===== config.mk =====
export PLATFORM = sky130hd
export DESIGN_NAME = input_conditioner
export DESIGN_NICKNAME = d
export VERILOG_FILES = /design/src/rtl/input_conditioner.sv
export SDC_FILE = /design/constraint.sdc
export NUM_CORES = 1
export LEC_CHECK = 0
export ABC_AREA = 1
export CAP_MARGIN = 10
export CORE_MARGIN = 4
export CORE_UTILIZATION = 45
export DETAILED_ROUTE_END_ITERATION = 10
export PLACE_DENSITY_LB_ADDON = 0.3
export REMOVE_ABC_BUFFERS = 1
export SLEW_MARGIN = 30
export SYNTH_ARGS = -nofsm -noshare
export SYNTH_HDL_FRONTEND = slang
export SYNTH_SLANG_ARGS = --single-unit

===== constraint.sdc =====
create_clock -name clk -period 2.3 [get_ports clk]
set_clock_uncertainty 0.2 [all_clocks]
set_input_delay 0.345 -clock clk [delete_from_list [all_inputs] [get_ports clk]]
set_output_delay 0.345 -clock clk [all_outputs]
set_load 0.02 [all_outputs]

===== src/rtl/input_conditioner.sv =====
// Input pin conditioner: two-flop synchronizer plus per-pin debounce
// filter with registered change pulses, feeding comm's input pin mux.
module input_conditioner #(
    parameter int   WIDTH           = 4,
    parameter int   DEBOUNCE_CYCLES = 16,
    parameter logic RESET_LEVEL     = 1'b0
) (
    input  logic             clk,
    input  logic             rst,
    input  logic [WIDTH-1:0] pins_in,
    input  logic             bypass,
    output logic [WIDTH-1:0] pins_out,
    output logic [WIDTH-1:0] changed,
    output logic             any_changed
);

    localparam int CW = $clog2(DEBOUNCE_CYCLES) + 1;
    localparam logic [CW-1:0] CNT_MAX = CW'(DEBOUNCE_CYCLES - 1);

    logic [WIDTH-1:0] s1;
    logic [WIDTH-1:0] s2;
    logic [CW-1:0]    cnt     [WIDTH];
    logic [CW-1:0]    cnt_nxt [WIDTH];
    logic [WIDTH-1:0] out_nxt;
    logic [WIDTH-1:0] chg_nxt;

    // Next-state filter decision per pin; any_changed uses these bits directly
    always_comb begin
        out_nxt = pins_out;
        chg_nxt = '0;
        for (int i = 0; i < WIDTH; i++) begin
            cnt_nxt[i] = '0;
            if (bypass) begin
                out_nxt[i] = s2[i];
                chg_nxt[i] = (s2[i] != pins_out[i]);
            end else if (s2[i] == pins_out[i]) begin
                cnt_nxt[i] = '0;
            end else if (cnt[i] == CNT_MAX) begin
                out_nxt[i] = s2[i];
                chg_nxt[i] = 1'b1;
            end else begin
                cnt_nxt[i] = cnt[i] + CW'(1);
            end
        end
    end

    // Synchronizer chain, runs regardless of bypass
    always_ff @(posedge clk or posedge rst) begin
        if (rst) begin
            s1 <= {WIDTH{RESET_LEVEL}};
            s2 <= {WIDTH{RESET_LEVEL}};
        end else begin
            s1 <= pins_in;
            s2 <= s1;
        end
    end

    // Committed levels, stability counters and change pulses
    always_ff @(posedge clk or posedge rst) begin
        if (rst) begin
            pins_out    <= {WIDTH{RESET_LEVEL}};
            changed     <= '0;
            any_changed <= 1'b0;
            for (int i = 0; i < WIDTH; i++) begin
                cnt[i] <= '0;
            end
        end else begin
            pins_out    <= out_nxt;
            changed     <= chg_nxt;
            any_changed <= |chg_nxt;
            for (int i = 0; i < WIDTH; i++) begin
                cnt[i] <= cnt_nxt[i];
            end
        end
    end

endmodule


# [Word level (Yosys, flattened, before mapping)]
# Cells that the tools add are included.
[classes] n_mul=0 n_reduce_logical=9 div=0 n_mux=36 add_sub_neg=4 shift=0 n_eq_ne=16 order_cmp=0 bitwise=0
[op_table] cell="2-to-1 mux 5 bit" n=12
[op_table] cell="2-to-1 mux 1 bit" n=24
[op_table] cell="adder 5 x 1 -> 5 bit (second input constant)" n=4
[op_table] cell="== test 5 x 4 -> 1 bit (second input constant)" n=4
[op_table] cell="inequality test 2 bit (second input constant)" n=4
[op_table] cell="AND reduction 2 bit" n=4
[op_table] cell="nonzero test 2 bit" n=4
[op_table] cell="== test 1 bit" n=4
[op_table] cell="inequality test 1 bit" n=4
[op_table] cell="OR reduction 4 bit" n=1
[totals] rom_bits=0 n_memories=0 inputBits=7 latch_bits=0 mem_bits_rw=0 output_inout_bits=9 wordCells=77 reg_bits=37

# [Logic depth before layout (Yosys ltp)]
[logic_depth] depth_word=5 depth_mapped=7 mapped_depth_nobuf=7

# [Worst setup path before layout]
# OpenSTA, ideal clock, no wires.
[synth_path] path_kind="register -> register" startpoint="reg cnt[5] (netlist name)" endpoint="reg any_changed" synth_period_minus_slack_ns=1.275 setup_slack_ns=1.025 setup_time_ns=0.116 t_required_ns=1.984 arrival_ns=0.960 path_stages_with_launch=8 path_cell_list="dfrtp_1 ha_1 nand3_1 nand2_4 nand3_2 nand2_1 inv_1 nand2_1"
[synth_between] elab_chain_len=5
[synth_lines] element="start, declared" line_no="22" source="logic [CW-1:0] cnt [WIDTH];"
[synth_lines] element="start signal, assigned by index" line_no="72" source="cnt[i] <= cnt_nxt[i];"
[synth_lines] element="== test 5 x 4 -> 1 bit" line_no="38" source="end else if (cnt[i] == CNT_MAX) begin"
[synth_lines] element="2-to-1 mux 1 bit" line_no="38"
[synth_lines] element="2-to-1 mux 1 bit" line_no="36" source="end else if (s2[i] == pins_out[i]) begin"
[synth_lines] element="2-to-1 mux 1 bit" line_no="33" source="if (bypass) begin"
[synth_lines] element="OR reduction 4 bit" line_no="70" source="any_changed <= |chg_nxt;"
[synth_lines] element="end signal, assigned" line_no="70"
[synth_lines] element="end, declared" line_no="14" source="output logic any_changed"
# Every way passes these cells.
# A chain may end at the register's enable or synchronous reset.

# [Final worst setup path]
[layout_path] startpoint="reg pins_out[2]" endpoint="out pins_out[2]"
[layout_rtl] element="start, declared" line_no="12" source="output logic [WIDTH-1:0] pins_out,"
[layout_rtl] element="start signal, assigned" line_no="61" source="pins_out <= {WIDTH{RESET_LEVEL}};"
[layout_rtl] element="start signal, assigned" line_no="68" source="pins_out <= out_nxt;"
# No word-level cell between the ends.

==> flow_metrics.py <==
metrics = {
    "power": {
        "internal-power_uw": 916,
        "comb_power_share": 0.119,
        "pwr-share-clk": 0.312,
        "switching_power_uw": 310,
        "vdd_drop_max_uv": 470,
        "swShare": 0.253,
        "pwr-share-seq": 0.569,
        "power_density_nw_per_um2": 675,
        "p_leak_uw": 0.000947,
    },
    "logic_synthesis": {
        "seq_area_frac_synth": 0.597,
        "ys_types": 19,
        "yosys_warnings": 0,
        "yosys_register_bits": 37,
        "synth_area_um2": 1550,
        "syn_avg_cell_area_um2": 10.3,
        "synthCells": 151,
    },
    "setup_path": {
        "crit_slowest_cell": "clkdlybuf4s50_1",
        "cp_slowest_stage_delay_ps": 620,
        "cp-end-kind": "output pin",
        "crit_type": "flop to output pin",
        "crit_path_max_fanout": 4,
        "crit_arrival_ps": 1360,
        "cp-start-kind": "flop",
        "cp_top_family": "buffers and inverters",
        "cp_data_required_time_ps": 1750,
        "path_cells": "clkdlybuf4s50_1",
        "path_buf_inv": 1,
    },
    "routing": {
        "drt_iter0_drc": 35,
        "wl_mm": 2.42,
        "vias_per_cell": 4.69,
        "first_pass_iters": 4,
        "ant_nets": 0,
        "num_vias": 1031,
        "drcViolationCount": 0,
        "post_drt_wl_per_cell_um": 11.0,
    },
    "cts": {
        "clkSinkCount": 37,
        "postCtsSetupBuffers": 0,
        "cts_resized": 0,
        "hold_buffers": 0,
        "cts_tree": "yes",
        "htreeDepth": 2,
        "clock_latency_ps": 340,
        "clk_pin_slew_worst_paths_ps": 110,
        "cts_buffers": 5,
        "cts_root_buf": "clkbuf_4",
        "clk_path_buf_depth": 2,
    },
    "job": {
        "maxCapViolCount": 0,
    },
    "grt": {
        "grt_pass1_vias": 1087,
        "antenna_found_initial": 0,
        "overflow": 0,
        "grt_pass1_wl_mm": 4.35,
        "grt_max_degree": 38,
        "track_usage": 0.133,
    },
    "sta": {
        "finalHoldViolations": 0,
        "max_freq_mhz": 525,
        "timing.setup.tns_ps": 0,
        "drv_slew": 0,
        "slew_headroom": 0.699,
        "finalCritPeriodShare": 0.828,
        "rsz0062_at_grt": "false",
        "finalSetupViolCount": 0,
        "tightest_slew_ps": 451,
        "post-route-min-period_ps": 1910,
    },
    "placement": {
        "place.gp.congestion": 0.708,
        "dp.cells": 212,
        "io_buffers": 15,
        "dp_hpwl_mm": 1.79,
    },
    "floorplan": {
        "ios": 16,
        "start_util": 0.465,
        "dieWidth_um": 66.7,
        "die_y_um": 66.7,
        "row_count": 21,
        "core_um2": 3340,
        "die-area_um2": 4450,
    },
    "final_layout": {
        "diodes": 0,
        "drive_gt1_frac": 0.167,
        "fin_cells": 220,
        "nNetsFinal": 184,
        "area_growth_pct": 17.1,
    },
    "hold_path": {
        "hold_class": "flop to flop",
    },
    "outcome": {
        "status": "finished, final reports clean",
    },
}
==> state kept, by name, indices dropped and copies added (netlist names) <==
register / cells
cnt: 20
changed: 4
pins_out: 4
s1: 4
s2: 4
any_changed: 1
==> synthesized netlist by cell type <==
cell      count  area, um^2
inv_1        20        75.1
o211a_1       1        10.0
a211oi_2      2        25.0
o21ai_2       1        8.76
nor2_1       17        63.8
ha_1          4        50.1
o21ai_1       6        30.0
nand3_2       5        50.1
inv_2         1        3.75
buf_12        1        20.0
nand2_4       4        45.0
nand2_2       7        43.8
dfrtp_1      37         926
xor2_1        3        26.3
o21ai_0       1        5.00
a21oi_1       3        15.0
nand3_1       7        35.0
nor3_1        1        5.00
nand2_1      30         113
==> placed cells by master (no fill, tap or decap) <==
cell,count
dfrtp_1,37
nand2_1,30
inv_1,20
nor2_1,17
clkdlybuf4s50_1,15
nand3_1,7
nand2_2,7
o21ai_1,6
nand3_2,5
clkbuf_4,5
nand2_4,4
ha_1,4
xor2_1,3
a21oi_1,3
a211oi_2,2
clkbuf_8,2
inv_2,1
o21ai_0,1
o21ai_2,1
nor3_1,1
o211a_1,1
clkinv_2,1
buf_4,1
==> metrics by stage <==
step | hold slack (ps) | area [um^2] | power (uW) | utilization | setup WS, ps
floorplan | 131 | 1530 | 799 | - | 922
global placement | 133 | 1750 | 854 | 0.523 | 503
detailed placement | 135 | 1750 | 860 | 0.523 | 454
CTS | 160 | 1820 | 1250 | 0.544 | 367
global route | 168 | 1820 | 1290 | 0.544 | 319
finish | 158 | 1820 | 1230 | 0.544 | 395
==> power groups by stage <==
stage | Combinational (uW) | Clock, uW | Sequential (uW)
6_report | 146 | 382 | 698
5_1_grt | 166 | 426 | 703
4_1_cts | 150 | 401 | 698
3_5_place_dp | 149 | 0 | 711
3_3_place_gp | 145 | 0 | 708
2_1_floorplan | 74.2 | 0 | 725
==> worst paths after layout <==
check	from	end	slack (ps)	cells past startpoint
setup / recovery	pins_out[2]	pins_out[2]	390	1
hold / removal	s1[2]	s2[2]	160	0
setup reg to reg	cnt[5]	any_changed	910	7
hold reg to reg	s1[2]	s2[2]	160	0
max in group asynchronous	rst	s1[3]	1380	3
min in group asynchronous	rst	changed[3]	200	3
==> area by class of cell <==
type                    instances  area (um^2)
fillers                       300         1520
flip-flops and latches         37          926
multi-input cells              92          526
repair buffers                 16          158
inverters                      21         78.8
clock buffers                   7         65.1
well taps                      46         57.6
clock inverters                 1         5.00
==> metal layers <==
| layer | wire length [um] | vias up | GRT usage | part of all wire |
|---|---|---|---|---|
| met5 | 0 | - | 0 | 0 |
| met4 | 55 | 0 | 0.0736 | 0.023 |
| met3 | 107 | 6 | 0.0455 | 0.044 |
| met2 | 1310 | 15 | 0.248 | 0.54 |
| met1 | 943 | 496 | 0.124 | 0.39 |
| li1 | - | 514 | - | - |
==> cell families after synthesis <==
group | Yosys count | share of synthesized area
adders and majority gates | 4 | 0.0323
DFF | 37 | 0.597
xor gates and xnor gates | 3 | 0.0170
and+or+nand+nor | 71 | 0.229
buffers and inverters | 22 | 0.0638
AOI/OAI and AO/OA | 14 | 0.0605
Note: power is estimated with default switching activity, not from simulation.
